`src/rtl/bch63_pkg.sv`:
```
// Shared BCH(63,56) constants: code geometry, generator polynomial and encoder states.
package bch63_pkg;

   localparam int unsigned N     = 63;
   localparam int unsigned K     = 56;
   localparam int unsigned R     = 7;
   localparam int unsigned IDX_W = 6;

   localparam logic [R:0]   GEN_POLY = 8'hC5;
   localparam logic [R-1:0] GEN_LOW  = GEN_POLY[R-1:0];

   // idx values bounding the message and parity phases of the serial stream
   localparam logic [IDX_W-1:0] IDX_TOP      = IDX_W'(N - 1);
   localparam logic [IDX_W-1:0] IDX_MSG_LAST = IDX_W'(R);
   localparam logic [IDX_W-1:0] IDX_PAR_TOP  = IDX_W'(R - 1);

   typedef enum logic [1:0] {
      ST_IDLE = 2'd0,
      ST_MSG  = 2'd1,
      ST_PAR  = 2'd2,
      ST_DONE = 2'd3
   } state_e;

endpackage

```
`src/rtl/bch_lfsr7.sv`:
```
// Single-step degree-7 LFSR: divides the input stream by g(x) or flushes the remainder out MSB first.
module bch_lfsr7
   import bch63_pkg::*;
(
   input  logic         clk,
   input  logic         rst,
   input  logic         en,
   input  logic         clr,
   input  logic         mode,
   input  logic         bit_in,
   output logic [R-1:0] parity,
   output logic         msb_nxt_c
);

   logic [R-1:0] lfsr_q;
   logic [R-1:0] lfsr_d;
   logic         fb;

   // mode = 1 divides, mode = 0 shifts the remainder out with zero fill
   always_comb begin
      fb     = mode & (bit_in ^ lfsr_q[R-1]);
      lfsr_d = lfsr_q;
      if (clr) begin
         lfsr_d = '0;
      end else if (en) begin
         lfsr_d = {lfsr_q[R-2:0], 1'b0} ^ (fb ? GEN_LOW : R'(0));
      end
   end

   always_ff @(posedge clk) begin
      if (rst) begin
         lfsr_q <= '0;
      end else begin
         lfsr_q <= lfsr_d;
      end
   end

   assign parity    = lfsr_q;
   assign msb_nxt_c = lfsr_d[R-1];

endmodule

```
`src/rtl/bch63_56_encoder.sv`:
```
// Systematic BCH(63,56) encoder: serial codeword MSB first plus the assembled parallel codeword.
module bch63_56_encoder
   import bch63_pkg::*;
(
   input  logic         clk,
   input  logic         rst,
   input  logic [K-1:0] msg_in,
   input  logic         msg_valid,
   output logic         msg_ready,
   output logic         code_bit,
   output logic         code_valid,
   output logic         code_first,
   output logic         code_last,
   output logic [N-1:0] code_word,
   output logic         done
);

   state_e             state_q, state_d;
   logic [IDX_W-1:0]   idx_q, idx_d;
   logic [K-1:0]       msg_q, msg_d;
   logic [N-1:0]       asm_q, asm_d;
   logic [N-1:0]       code_word_q, code_word_d;
   logic               code_bit_q, code_bit_d;
   logic               code_valid_q, code_valid_d;
   logic               code_first_q, code_first_d;
   logic               code_last_q, code_last_d;
   logic               done_q, done_d;

   logic               lfsr_en;
   logic               lfsr_clr;
   logic               lfsr_mode;
   logic [R-1:0]       parity;
   logic               lfsr_msb_nxt;
   logic               accept;

   assign msg_ready = (state_q == ST_IDLE) & ~rst;
   assign accept    = msg_valid & msg_ready;

   bch_lfsr7 u_lfsr (
      .clk       (clk),
      .rst       (rst),
      .en        (lfsr_en),
      .clr       (lfsr_clr),
      .mode      (lfsr_mode),
      .bit_in    (msg_q[K-1]),
      .parity    (parity),
      .msb_nxt_c (lfsr_msb_nxt)
   );

   // Output flops are loaded with the bit for the state being entered, so bit 62 follows the accept edge.
   always_comb begin
      state_d      = state_q;
      idx_d        = idx_q;
      msg_d        = msg_q;
      asm_d        = asm_q;
      code_word_d  = code_word_q;
      code_bit_d   = 1'b0;
      code_valid_d = 1'b0;
      code_first_d = 1'b0;
      code_last_d  = 1'b0;
      done_d       = 1'b0;
      lfsr_en      = 1'b0;
      lfsr_clr     = 1'b0;
      lfsr_mode    = 1'b0;

      unique case (state_q)
         ST_IDLE: begin
            if (accept) begin
               msg_d        = msg_in;
               idx_d        = IDX_TOP;
               lfsr_clr     = 1'b1;
               code_bit_d   = msg_in[K-1];
               code_valid_d = 1'b1;
               code_first_d = 1'b1;
               state_d      = ST_MSG;
            end
         end
         ST_MSG: begin
            lfsr_en      = 1'b1;
            lfsr_mode    = 1'b1;
            msg_d        = {msg_q[K-2:0], 1'b0};
            asm_d        = {asm_q[N-2:0], msg_q[K-1]};
            idx_d        = idx_q - IDX_W'(1);
            code_valid_d = 1'b1;
            if (idx_q == IDX_MSG_LAST) begin
               code_bit_d = lfsr_msb_nxt;
               state_d    = ST_PAR;
            end else begin
               code_bit_d = msg_q[K-2];
            end
         end
         ST_PAR: begin
            lfsr_en = 1'b1;
            // first parity cycle: the LFSR holds the complete remainder
            if (idx_q == IDX_PAR_TOP) begin
               asm_d = {asm_q[K-1:0], parity};
            end
            if (idx_q == '0) begin
               code_word_d = asm_q;
               done_d      = 1'b1;
               state_d     = ST_DONE;
            end else begin
               idx_d        = idx_q - IDX_W'(1);
               code_bit_d   = lfsr_msb_nxt;
               code_valid_d = 1'b1;
               code_last_d  = (idx_q == IDX_W'(1));
            end
         end
         ST_DONE: begin
            idx_d   = IDX_TOP;
            state_d = ST_IDLE;
         end
         default: begin
            state_d = ST_IDLE;
         end
      endcase
   end

   always_ff @(posedge clk) begin
      if (rst) begin
         state_q      <= ST_IDLE;
         idx_q        <= IDX_TOP;
         msg_q        <= '0;
         asm_q        <= '0;
         code_word_q  <= '0;
         code_bit_q   <= 1'b0;
         code_valid_q <= 1'b0;
         code_first_q <= 1'b0;
         code_last_q  <= 1'b0;
         done_q       <= 1'b0;
      end else begin
         state_q      <= state_d;
         idx_q        <= idx_d;
         msg_q        <= msg_d;
         asm_q        <= asm_d;
         code_word_q  <= code_word_d;
         code_bit_q   <= code_bit_d;
         code_valid_q <= code_valid_d;
         code_first_q <= code_first_d;
         code_last_q  <= code_last_d;
         done_q       <= done_d;
      end
   end

   assign code_bit   = code_bit_q;
   assign code_valid = code_valid_q;
   assign code_first = code_first_q;
   assign code_last  = code_last_q;
   assign code_word  = code_word_q;
   assign done       = done_q;

endmodule
```
`config.mk`:
```
export PLATFORM = sky130hd
export DESIGN_NAME = bch63_56_encoder
export DESIGN_NICKNAME = d
export VERILOG_FILES = /design/src/rtl/bch63_pkg.sv /design/src/rtl/bch_lfsr7.sv /design/src/rtl/bch63_56_encoder.sv
export SDC_FILE = /design/constraint.sdc
export NUM_CORES = 1
export LEC_CHECK = 0
export BUFFER_PORTS_ARGS = -buffer_cell sky130_fd_sc_hd__buf_2
export CAP_MARGIN = 20
export CORE_MARGIN = 1.5
export CORE_UTILIZATION = 47
export DETAILED_ROUTE_END_ITERATION = 12
export HOLD_SLACK_MARGIN = 0.15
export PLACE_DENSITY = 0.69
export REMOVE_ABC_BUFFERS = 1
export SYNTH_ARGS = -nofsm -noshare
export SYNTH_HDL_FRONTEND = slang
export SYNTH_SLANG_ARGS = --single-unit
export TNS_END_PERCENT = 100
```
`constraint.sdc`:
```
create_clock -name clk -period 1.6 [get_ports clk]
set_input_delay 0.08 -clock clk [delete_from_list [all_inputs] [get_ports clk]]
set_output_delay 0.08 -clock clk [all_outputs]
set_load 0.01 [all_outputs]
```
==> results.cfg, run 1 <==
[floorplanning]
floorplan.initialDensity_pct = 47.7
core.rowCount = 49
die-height_um = 138
floorplan.die.width_um = 138
pin_count = 128
design.die.area_mm2 = 0.0189
fp.coreArea_mm2 = 0.0178

[global_route]
global_route.usage.met1_pct = 28.7
grtUsageTotal_pct = 22.5
number_of_global_route_vias_before_repair = 7041
grtUsageMet3_pct = 3.53
grt_first_pass_wirelength_um = 34600
grt_start_max_net_pins = 105
grt_busiest_layer = met2
grt_util_met2_pct = 39.4
number_of_antenna_violations_at_the_first_check_in_global_routing = 0
grt_overflow = 0

[run_status]
run_status = finished with violations
violations = setup timing

[worst_setup_path]
worstSetupEndpointType = register
regToRegEndpoint = code_word[33]
timing.setup.critical_path_class = reg2reg
regToRegSetupSlack_ns = -0.21
r2r-start = state_q[0]
max_fo_critical_path = 9
worstSetupStartpointType = register
timing.critical_path.required_ns = 2.03
reg2regPathDepth = 8
worst-endpoint-arrival_ns = 2.24

[logic_synthesis]
yosys_warnings = 0
number_of_synthesized_flops_with_an_enable_pin = 0
synth.cell_area_mm2 = 0.00851
yosys.area.top_type = dfxtp_1
synthDominantCellAreaShare_pct = 47.5
seq_area_frac_synth_pct = 47.5
yosys-top-cells-area = dfxtp_1 (48%), mux2i_1 (15%), a211oi_1 (9.6%), nand2_1 (5.9%), nor2_1 (5.7%)
dominantRegCellSynth = dfxtp_1
synth_async_sr_flop_share_pct = 0
post_synth_num_cell_types = 50
synthMostInstantiatedCell = dfxtp_1
syn-mean-instance-area_um2 = 9.26
postSynthCellCount = 919
postSynthRegisterBits = 202
synth_commonest_cells = dfxtp_1 (202), nand2_1 (133), nor2_1 (129), mux2i_1 (124), a211oi_1 (109)

[drt]
viasPerCell = 5.44
drtPass1Iterations = 4
drtAntennaViolNets = 0
dr.first_iter.drc_count = 434
wire_per_inst_um = 17.0
routed-via-count = 7528
detail_route.wirelength_um = 23500
drc = 0

[clock_network]
clock_tree_from_tritoncts = yes
clock_tree.buffer_depth = 3
clock_sinks = 202
htreeDepth = 1
number_of_buffers_added_by_the_clock_tree_synthesis_step = 21
clkLatencyLatePin_ns = 0.50
clk_pin_slew_worst_paths_ns = 0.06
cts_root_buf = clkbuf_16

[power_and_ir_drop]
netSwitchingFraction_pct = 36.2
p_leak_nw = 4.64
power_switching_mw = 7.87
comb_power_share_pct = 41.6
cellPowerDensity_mw_per_mm2 = 1750
intPower_mw = 13.9
seqPwrFrac_pct = 36.3
worst_ir_drop_vdd_v = 0.00113
clock_power_share_pct = 22.1

[timing]
timing_worst_slew_pin_value_ns = 1.17
final_period_minus_worst_setup_slack_ns = 1.81
maxSlewViolCount = 0
fmax_ghz = 0.552
tcrit_tclk_final_pct = 113
timing.final.setup_violations = 188
fin_worst_setup_slack_ns = -0.212
finalClockSkew_ns = 0.0135
relSlewSlack_pct = 22.3
timing.final.hold_violations = 0
grt_setup_unrepaired = true

[cells_and_area]
antenna_cells = 0
syn_to_final_growth_pct = 46.1
stdcell_count = 1385
drive_above_1_share_pct = 38.4
utilization_pct = 69.6
final_nets = 1211
multi_input_area_mm2 = 0.00485
filler_cell_count = 1268
seq_area_mm2 = 0.00405

[placement]
place_inst = 1253
place.detailed.hpwl_um = 11900
placement.io_buffers = 127
gp_congestion = 0.806

[hold_path]
holdCritStartpoint = msg_in[0]
worst_hold_path.endpoint = msg_q[0]
hold_class = in2reg
min_delay_path_depth = 4

[job]
cap_viol_max_count = 0
power groups by stage:
stage / sequential, mW / combinational (mW) / clock [mW]
detailed placement: 7.66 / 6.23 / 0
floorplan: 6.97 / 4.48 / 0
CTS: 7.66 / 7.62 / 4.90
global placement: 7.65 / 6.05 / 0
global route: 8.06 / 9.75 / 5.08
finish: 7.89 / 9.05 / 4.81
through the flow:
step / instance area, um2 / setup WS, ns / hold WS (ns) / power, mW / setup TNS (ns)
2_1_floorplan: 8110 / -3.81 / 0.145 / 11.5 / -657.06
3_3_place_gp: 9670 / -0.212 / 0.357 / 13.7 / -19.72
4_1_cts: 11600 / -0.172 / 0.412 / 20.2 / -18.08
5_1_grt: 12400 / -0.272 / 0.447 / 22.9 / -33.32
6_report: 12400 / -0.212 / 0.431 / 21.8 / -20.50
3_5_place_dp: 9670 / -0.285 / 0.370 / 13.9 / -29.69
cells by family after synthesis:
| group | synth area share [%] |
|---|---|
| simple gates | 14.2 |
| flops | 47.5 |
| compound gates | 16.9 |
| buf+inv | 4.93 |
| mux | 14.6 |
| xor+xnor | 0.515 |
| fa+ha+maj | 1.32 |
per-layer routing:
| metal | vias to the layer above | share of wire, % |
|---|---|---|
| li1 | 3673 | - |
| met1 | 3616 | 42 |
| met2 | 188 | 51 |
| met3 | 51 | 4.5 |
| met4 | 0 | 2.5 |
| met5 | - | 0 |
sequential cells by signal, summed over array words and instances, names as in the netlist:
signal	cells
code_bit	1
code_first	1
code_valid	1
done	1
state_q	2
code_last	1
u_lfsr.parity	7
asm_q	63
msg_q	56
idx_q	6
code_word	63
how the worst max path moves through the flow:
stage / from / endpoint / slack (ns) / depth (start not counted)
floorplan: state_q[0] / asm_q[0] / -3.81 / 4
global placement: state_q[0] / idx_q[0] / -0.21 / 7
detailed placement: state_q[0] / msg_q[43] / -0.28 / 8
CTS: state_q[0] / msg_q[12] / -0.17 / 9
global route: state_q[0] / code_word[33] / -0.27 / 8
finish: state_q[0] / code_word[33] / -0.21 / 8
worst max-delay path, stage by stage (launching register included):
cell       delay (ns)
dfxtp_2          0.32
inv_2            0.08
ha_4             0.13
or4b_4           0.51
nor2_8           0.14
buf_12           0.17
clkbuf_16        0.17
nand2_1          0.09
a21oi_2          0.13
placed cells by master (no fill, tap or decap), types with 4 or more instances in the layout:
master / Yosys / layout
dlygate4sd3_1: 0 / 58
ha_1: 9 / 6
nor3_1: 4 / 4
nand2_2: 0 / 13
nor2_1: 129 / 69
a211oi_2: 10 / 50
clkinv_2: 0 / 4
nor2_2: 0 / 43
clkbuf_16: 0 / 31
a21oi_1: 64 / 38
clkbuf_8: 0 / 5
buf_6: 6 / 19
dfxtp_1: 202 / 197
a211oi_1: 109 / 67
buf_4: 6 / 41
a21oi_2: 0 / 26
buf_16: 0 / 5
nand2_4: 0 / 4
buf_2: 29 / 126
nand2_1: 133 / 116
mux2i_1: 124 / 123
buf_12: 0 / 20
nor2_4: 0 / 17
dfxtp_2: 0 / 4
nand2b_1: 6 / 6
layout make-up:
cell class	instances	share of cell area [%]
clock buffer	29	4.87
multi-input combinational	633	39.1
sequential	202	32.6
timing repair buffer	280	20.4
clock inverter	7	0.534
inverter	5	0.191
tap	229	2.31
timing repair:
action	CTS	global route
hold endpoints to repair	68	0
pin swaps	28	18
hold buffers	58	0
gates cloned	8	11
gates resized for setup	89	161
setup endpoints to repair	197	193
buffers inserted	20	8
No activity file was read; power rests on OpenSTA's default activity.
==> inputs of run 2 (changes only) <==
CAP_MARGIN = 10   (was 20)
MAX_ROUTING_LAYER = met4   (was not set)
RECOVER_POWER = 100   (was not set)
==> run 2 against run 1 <==
Effect of this change: the run still ends with setup timing left; sequential power hardly changed; via count is 0.33% higher; utilization is 1.2 points lower; clock skew hardly changed; register-to-register slack hardly changed; wire length is 0.47% lower; worst setup slack better by 0.0065 ns; combinational power is 1% lower; count of clock-buffer cells in the layout stayed put; critical endpoint is now code_word[42].
==> results.cfg, run 2 (synthesis results as in run 1) <==
[global_route]
grt_util_met2_pct = 39.4
global_route.usage.met1_pct = 28.9
grt_overflow = 0
number_of_antenna_violations_at_the_first_check_in_global_routing = 0
number_of_global_route_vias_before_repair = 7038
grt_first_pass_wirelength_um = 34500
grtUsageMet3_pct = 3.31
grt_start_max_net_pins = 105
grt_busiest_layer = met2
grtUsageTotal_pct = 23.1

[power_and_ir_drop]
worst_ir_drop_vdd_v = 0.00110
cellPowerDensity_mw_per_mm2 = 1770
p_leak_nw = 4.32
finalPower_mw = 21.6

[floorplanning]
floorplan.die.width_um = 138
fp.coreArea_mm2 = 0.0178
design.die.area_mm2 = 0.0189
floorplan.initialDensity_pct = 47.7
die-height_um = 138
pin_count = 128
core.rowCount = 49

[clock_network]
clkLatencyLatePin_ns = 0.50
htreeDepth = 1
clk_pin_slew_worst_paths_ns = 0.06
cts_root_buf = clkbuf_16
number_of_buffers_added_by_the_clock_tree_synthesis_step = 21
clock_tree.buffer_depth = 3
clock_sinks = 202
clock_tree_from_tritoncts = yes

[cells_and_area]
antenna_cells = 0
most-common-layout-cells = dfxtp_1 (198), mux2i_1 (123), nand2_1 (119), nor2_1 (80), clkbuf_1 (71)
stdcell_count = 1383
drive_above_1_share_pct = 30.4
final_common_cell = dfxtp_1
syn_to_final_growth_pct = 43.5
final_nets = 1209

[hold_path]
min_delay_path_depth = 4
hold_class = in2reg

[worst_setup_path]
timing.critical_path.cells = inv_2 -> ha_4 -> or4b_4 -> nor2_8 -> buf_12 -> clkbuf_16 -> nand2_1 -> a21oi_1
critPathCapture = code_word[42]
timing.critical_path.required_ns = 2.02
regToRegEndpoint = code_word[42]
timing.setup.critical_path_class = reg2reg
worst_path_max_delay_cell = or4b_4
worstSetupEndpointType = register
max_fo_critical_path = 9
launching_element_of_the_worst_setup_path = state_q[0]
worst_path_largest_cell_delay_ns = 0.51
worstSetupStartpointType = register
reg2regPathDepth = 8
r2r-start = state_q[0]
worst-endpoint-arrival_ns = 2.23
regToRegSetupSlack_ns = -0.21

[timing]
maxSlewViolCount = 0
finalClockSkew_ns = 0.0131
tcrit_tclk_final_pct = 113
timing_worst_slew_pin_value_ns = 1.25
fmax_ghz = 0.554
timing.final.hold_violations = 0
final_period_minus_worst_setup_slack_ns = 1.81
grt_setup_unrepaired = true
fin_worst_setup_slack_ns = -0.206
timing.final.setup_violations = 191
relSlewSlack_pct = 16.6
fin_hold_ws_ns = 0.439
setup_total_negative_slack_ns = -20.72

[drt]
dr.first_iter.drc_count = 383
wire_per_inst_um = 16.9
detail_route.wirelength_um = 23400
routed-via-count = 7553
drtAntennaViolNets = 0
drc = 0
viasPerCell = 5.46
drtPass1Iterations = 5

[job]
cap_viol_max_count = 0

[placement]
place_inst = 1253
placement.io_buffers = 127
gp_congestion = 0.817
place.detailed.hpwl_um = 11900

[run_status]
run_status = finished with violations
violations = setup timing
-- run 2: cell count changes in the layout (fill, tap and decap cells not counted), moves of 3 or more --
cell	previous run	this run
a211oi_1	67	61
a211oi_2	50	56
a21oi_1	38	49
a21oi_2	26	15
buf_2	126	58
buf_6	19	15
clkbuf_1	3	71
nand2_1	116	119
nand2_2	13	10
nor2_1	69	80
nor2_2	43	32
-- run 2: area by class of cell --
cell class                 instances  area (um2)
multi-input combinational        633        4750
clock inverter                     7        66.3
tap                              229         287
timing repair buffer             278        2420
fill                            1341        5640
sequential                       202        4050
inverter                           5        23.8
clock buffer                      29         606
-- run 2: report_power, final --
part / total [mW] / internal (mW) / switching (mW) / leakage (nW)
sequential: 7.86 / 6.42 / 1.43 / 1.65
combinational: 8.96 / 4.58 / 4.38 / 2.34
clock: 4.82 / 2.80 / 2.02 / 0.333
-- run 2: timing repair --
item,in CTS,in global routing
resized for setup,89,126
cloned,8,10
hold buffers,58,0
buffers inserted,20,4
pin swaps,28,17
setup endpoints to repair,197,193
endpoints found under the hold margin,68,0
-- run 2: how the worst min path moves through the flow --
stage	startpoint	end	slack [ns]
floorplan	rst	msg_q[1]	0.14
global placement	msg_in[0]	msg_q[0]	0.36
detailed placement	msg_in[0]	msg_q[0]	0.37
CTS	msg_in[0]	msg_q[0]	0.41
global route	msg_in[0]	msg_q[0]	0.45
finish	msg_in[0]	msg_q[0]	0.44
-- run 2: stage by stage --
step	utilization, %	worst slack, ns	cell area [um2]
after floorplan	-	-3.81	8110
after global placement	54.2	-0.212	9670
after detailed placement	54.2	-0.285	9670
after CTS	65.2	-0.172	11600
after global routing	68.4	-0.268	12200
final	68.4	-0.206	12200
-- run 2: critical path, delay by kind of cell (launching register included) --
| kind | cells | cell delay (ns) |
|---|---|---|
| and+or+nand+nor | 3 | 0.72 |
| buffers and inverters | 3 | 0.43 |
| DFF | 1 | 0.32 |
| adders and majority gates | 1 | 0.13 |
| AOI/OAI and AO/OA | 1 | 0.14 |
-- run 2: routing by layer --
layer  up-vias  part of all wire (%)
met5         -                     0
met4         0                   2.1
met3        40                   4.6
met2       211                    51
met1      3631                    42
li1       3671                     -
